## src/rtl/ct_biu_ar_slice.sv

```systemverilog
// AR channel slice between the BIU request arbiter and the external AR port.
// A 2-entry skid buffer gives a registered ready, and an outstanding-read counter throttles issue.
module ct_biu_ar_slice #(
    parameter int PLD_W     = 71,
    parameter int MAX_OUTST = 8,
    parameter int CNT_W     = 4
) (
    input  logic             forever_cpuclk,
    input  logic             cpurst,
    input  logic             s_arvalid,
    input  logic [PLD_W-1:0] s_arpld,
    output logic             s_arready,
    output logic             m_arvalid,
    output logic [PLD_W-1:0] m_arpld,
    input  logic             m_arready,
    input  logic             r_last_hs,
    output logic [CNT_W-1:0] outst_cnt,
    output logic             ar_idle,
    output logic             outst_err
);

    typedef enum logic [1:0] {EMPTY = 2'd0, ONE = 2'd1, FULL = 2'd2} state_t;

    localparam logic [CNT_W-1:0] MAX_C = CNT_W'(MAX_OUTST);

    state_t           state, state_nxt;
    logic [PLD_W-1:0] head, skid;
    logic             push, pop, credit;
    logic             head_ld, head_from_skid, skid_ld;

    assign push   = s_arvalid && s_arready;
    assign credit = (outst_cnt < MAX_C);
    assign pop    = m_arvalid && m_arready;

    // state register
    always_ff @(posedge forever_cpuclk) begin
        if (cpurst) state <= EMPTY;
        else        state <= state_nxt;
    end

    // next-state logic
    always_comb begin
        state_nxt = state;
        case (state)
            EMPTY: if (push) state_nxt = ONE;
            ONE: begin
                if (push && !pop)      state_nxt = FULL;
                else if (pop && !push) state_nxt = EMPTY;
            end
            FULL:  if (pop) state_nxt = ONE;
            default: state_nxt = EMPTY;
        endcase
    end

    // output / datapath-enable logic; m_arvalid depends on flops only
    always_comb begin
        m_arvalid      = (state != EMPTY) && credit;
        ar_idle        = (state == EMPTY) && (outst_cnt == '0);
        head_ld        = 1'b0;
        head_from_skid = 1'b0;
        skid_ld        = 1'b0;
        case (state)
            EMPTY: head_ld = push;
            ONE: begin
                head_ld = push && pop;
                skid_ld = push && !pop;
            end
            FULL: begin
                head_ld        = pop;
                head_from_skid = 1'b1;
            end
            default: ;
        endcase
    end

    // ready is registered so the arbiter never sees a combinational path from m_arready
    always_ff @(posedge forever_cpuclk) begin
        if (cpurst) s_arready <= 1'b0;
        else        s_arready <= (state_nxt != FULL);
    end

    always_ff @(posedge forever_cpuclk) begin
        if (head_ld) head <= head_from_skid ? skid : s_arpld;
        if (skid_ld) skid <= s_arpld;
    end

    assign m_arpld = head;

    // pop already implies credit, so the counter cannot pass MAX_OUTST
    always_ff @(posedge forever_cpuclk) begin
        if (cpurst) begin
            outst_cnt <= '0;
            outst_err <= 1'b0;
        end else begin
            if (pop && !r_last_hs) begin
                outst_cnt <= outst_cnt + CNT_W'(1);
            end else if (r_last_hs && !pop) begin
                if (outst_cnt == '0) outst_err <= 1'b1;
                else                 outst_cnt <= outst_cnt - CNT_W'(1);
            end
        end
    end

endmodule

```

## config.mk

```make
export PLATFORM = sky130hd
export DESIGN_NAME = ct_biu_ar_slice
export DESIGN_NICKNAME = d
export VERILOG_FILES = /design/src/rtl/ct_biu_ar_slice.sv
export SDC_FILE = /design/constraint.sdc
export NUM_CORES = 1
export LEC_CHECK = 0
export BUFFER_PORTS_ARGS = -buffer_cell sky130_fd_sc_hd__clkbuf_2
export CORE_MARGIN = 2
export CORE_UTILIZATION = 47
export DETAILED_ROUTE_END_ITERATION = 6
export GPL_TIMING_DRIVEN = 0
export PLACE_DENSITY = 0.76
export SLEW_MARGIN = 20
export SYNTH_ARGS = -nofsm -noshare
export SYNTH_HDL_FRONTEND = slang
export SYNTH_SLANG_ARGS = --single-unit
```

## constraint.sdc

```tcl
create_clock -name forever_cpuclk -period 2.9 [get_ports forever_cpuclk]
set_input_delay 0.145 -clock forever_cpuclk [delete_from_list [all_inputs] [get_ports forever_cpuclk]]
set_output_delay 0.145 -clock forever_cpuclk [all_outputs]
set_load 0.03 [all_outputs]
```

==> flow_summary.ini <==
[status]
status = finished with violations
violations = design-rule violations

[timing]
fin_tns_setup_ns = 0
timing.fmax_ghz = 0.410
rsz0062_at_grt = false
final_max_slew_viol_count = 0
finalClockSkew_ns = 0.00551
slew_headroom_pct = 63.8
setup_violations = 0
period_needed_ns = 2.44
worst_hold_slack_ns = 0.0453
finalCritPeriodShare_pct = 84.0
tightest_slew_ns = 0.543
finalWorstSetupSlack_ns = 0.463
hold_violations = 0

[placed_design]
placed_area_um2 = 6600
io_buffers = 153
gp_congestion = 0.719
place_ws_ns = 0.469
dp.final_hpwl_um = 7090

[power_and_ir_drop]
p_total_mw = 5.63
power_density_nw_per_um2 = 718
ir_worst_vdd_v = 0.000575
p_leak_nw = 3.03

[die]
die-width_um = 113
ioPinCount = 155
die_area_um2 = 12800
initial_utilization_pct = 48.6
core_area_um2 = 11500
core.rowCount = 39
die_h_um = 113

[worst_setup_path]
cp-end-kind = register
cp_common_cell = ha_1
cp_max_fo = 7
crit_type = register to register
critical_path.slowest_cell = dfxtp_1
start_kind = register
arrival_ns = 2.74
cp_cell_sequence = nand2b_1, nor2_1, ha_1, inv_1, ha_1, a21oi_1, a211oi_1, a31oi_1, mux2_1
critPathRequiredTime_ns = 3.20
max_stage_delay_ns = 0.37

[detailed_routing]
wl_um = 11500
vias = 3369
drt_iter0_drc = 191
first_pass_iters = 7
post_drt_wl_per_cell_um = 17.0
vias_per_cell = 4.98
route.detailed.drc = 15
drtAntennaViolNets = 0

[cells_and_area]
regArea_um2 = 4420
area_delta_synth_final_pct = 40.0
multi_input_area_um2 = 1110
final_area_um2 = 7840
fin_nets = 602
diodes = 0
fillers = 794
drive_gt1_share_pct = 35.6

[yosys]
syn_area_um2 = 5600
yosysWarnings = 0
netlist_instances = 276
ys_seq_area_share_pct = 79.0
synth_nets = 357
ys_ff_latch = 150
ys_types = 26
syn_area_per_cell_um2 = 20.3

[cts]
htreeDepth = 4
cts_tree = built
clock_sinks = 150
cts-root-buf = clkbuf_16
numCtsBuffers = 17
clock_path_buffers = 2
clkTransAtPathRegs_ns = 0.06
clk_latency_ns = 0.42

[min_path]
hp-class = input pin to register

[grt]
grt-ovfl-total = 0
grtUsageTotal_pct = 18.9
antenna_found_initial = 0
grt_pass1_wl_um = 18200
grt_pass1_vias = 3628
grt_start_max_net_pins = 52

[run]
maxCapViolCount = 0
==> placed cells by master (no fill, tap or decap), types with 2 or more instances in the layout <==
cell,count
clkbuf_2,153
edfxtp_1,142
mux2_1,72
dlygate4sd3_1,71
clkbuf_16,17
nor2_1,8
dfxtp_1,8
buf_4,7
clkinv_1,6
nand2_1,4
a21oi_1,4
ha_1,4
clkinv_2,4
inv_1,3
a31oi_1,3
nor2b_1,2
xnor2_1,2
a211oi_1,2
nor3_1,2
clkbuf_1,2
==> cell type report <==
type	instances	share of cell area (%)
Timing Repair Buffer	226	19.4
Multi-Input combinational cell	114	14.2
Tap cell	143	2.28
Inverter	3	0.144
Sequential cell	150	56.5
Clock buffer	19	5.52
Buffer	9	0.782
Clock inverter	13	1.13
==> through the flow <==
stage	instances	utilization (%)
2_1_floorplan	276	-
6_report	677	68.0
4_1_cts	677	68.0
3_5_place_dp	574	57.3
5_1_grt	677	68.0
3_3_place_gp	572	56.9
==> power by group <==
part,switching (mW),internal [mW]
sequential,0.0933,2.59
combinational,0.642,0.360
clock,0.790,1.15
total,1.53,4.10
==> cells by family (layout without fill, tap and decap cells) <==
group | after synthesis | after routing | share of synthesized area, %
AO/OA/AOI/OAI | 11 | 11 | 1.27
XOR/XNOR | 2 | 2 | 0.313
adder cells (fa/ha/maj) | 5 | 5 | 1.25
buffers and inverters | 12 | 270 | 1.30
flip-flops | 150 | 150 | 79.0
multiplexers | 72 | 72 | 14.5
AND/OR/NAND/NOR | 24 | 24 | 2.37
==> synth_stat cells <==
cell,count,share of area [%]
edfxtp_1,142,76
mux2_1,72,14
dfxtp_1,8,2.9
nor2_1,8,0.54
buf_4,7,0.94
nand2_1,5,0.34
a21oi_1,4,0.36
ha_1,4,0.89
a31oi_1,3,0.34
inv_1,3,0.20
a211oi_1,2,0.27
nor2b_1,2,0.22
nor3_1,2,0.18
xnor2_1,2,0.31
and2_1,1,0.11
and2b_1,1,0.13
and3_1,1,0.11
buf_1,1,0.067
buf_2,1,0.089
fa_1,1,0.36
nand2b_1,1,0.11
nand3_1,1,0.089
nand4b_1,1,0.16
nor4_4,1,0.38
o21ba_1,1,0.18
o21bai_1,1,0.13
==> state kept, by name, summed over array words and instances (netlist names) <==
register / flops
outst_err: 1
skid: 71
m_arpld: 71
state: 2
outst_cnt: 4
s_arready: 1
==> critical path, delay by kind of cell, from the launching register on <==
family	cells	cell delay [ns]
flops	1	0.37
simple gates	2	0.45
buf+inv	1	0.11
mux	1	0.34
fa+ha+maj	2	0.56
compound gates	3	0.49
==> per-layer routing <==
metal,vias up,routed length (um),GRT usage (%)
li1,1579,-,-
met1,1631,4610,21.8
met2,137,5830,32.1
met3,22,854,6.59
met4,0,219,8.05
met5,-,0,0
==> path summary, 6_finish.rpt <==
kind | from | slack [ns] | end | depth (start not counted)
worst max-delay path | outst_cnt[3] | 0.46 | outst_cnt[3] | 9
worst min-delay path | m_arready | 0.05 | state[1] | 3
worst min register to register | outst_err | 0.47 | outst_err | 2
worst max register to register | outst_cnt[3] | 0.46 | outst_cnt[3] | 9
==> what timing repair did <==
item	4_1_cts	5_1_grt
hold buffers	71	0
endpoints found under the hold margin	71	0
gates resized for setup	0	0
setup buffers	0	0
Power figures use the tool's default switching activity.
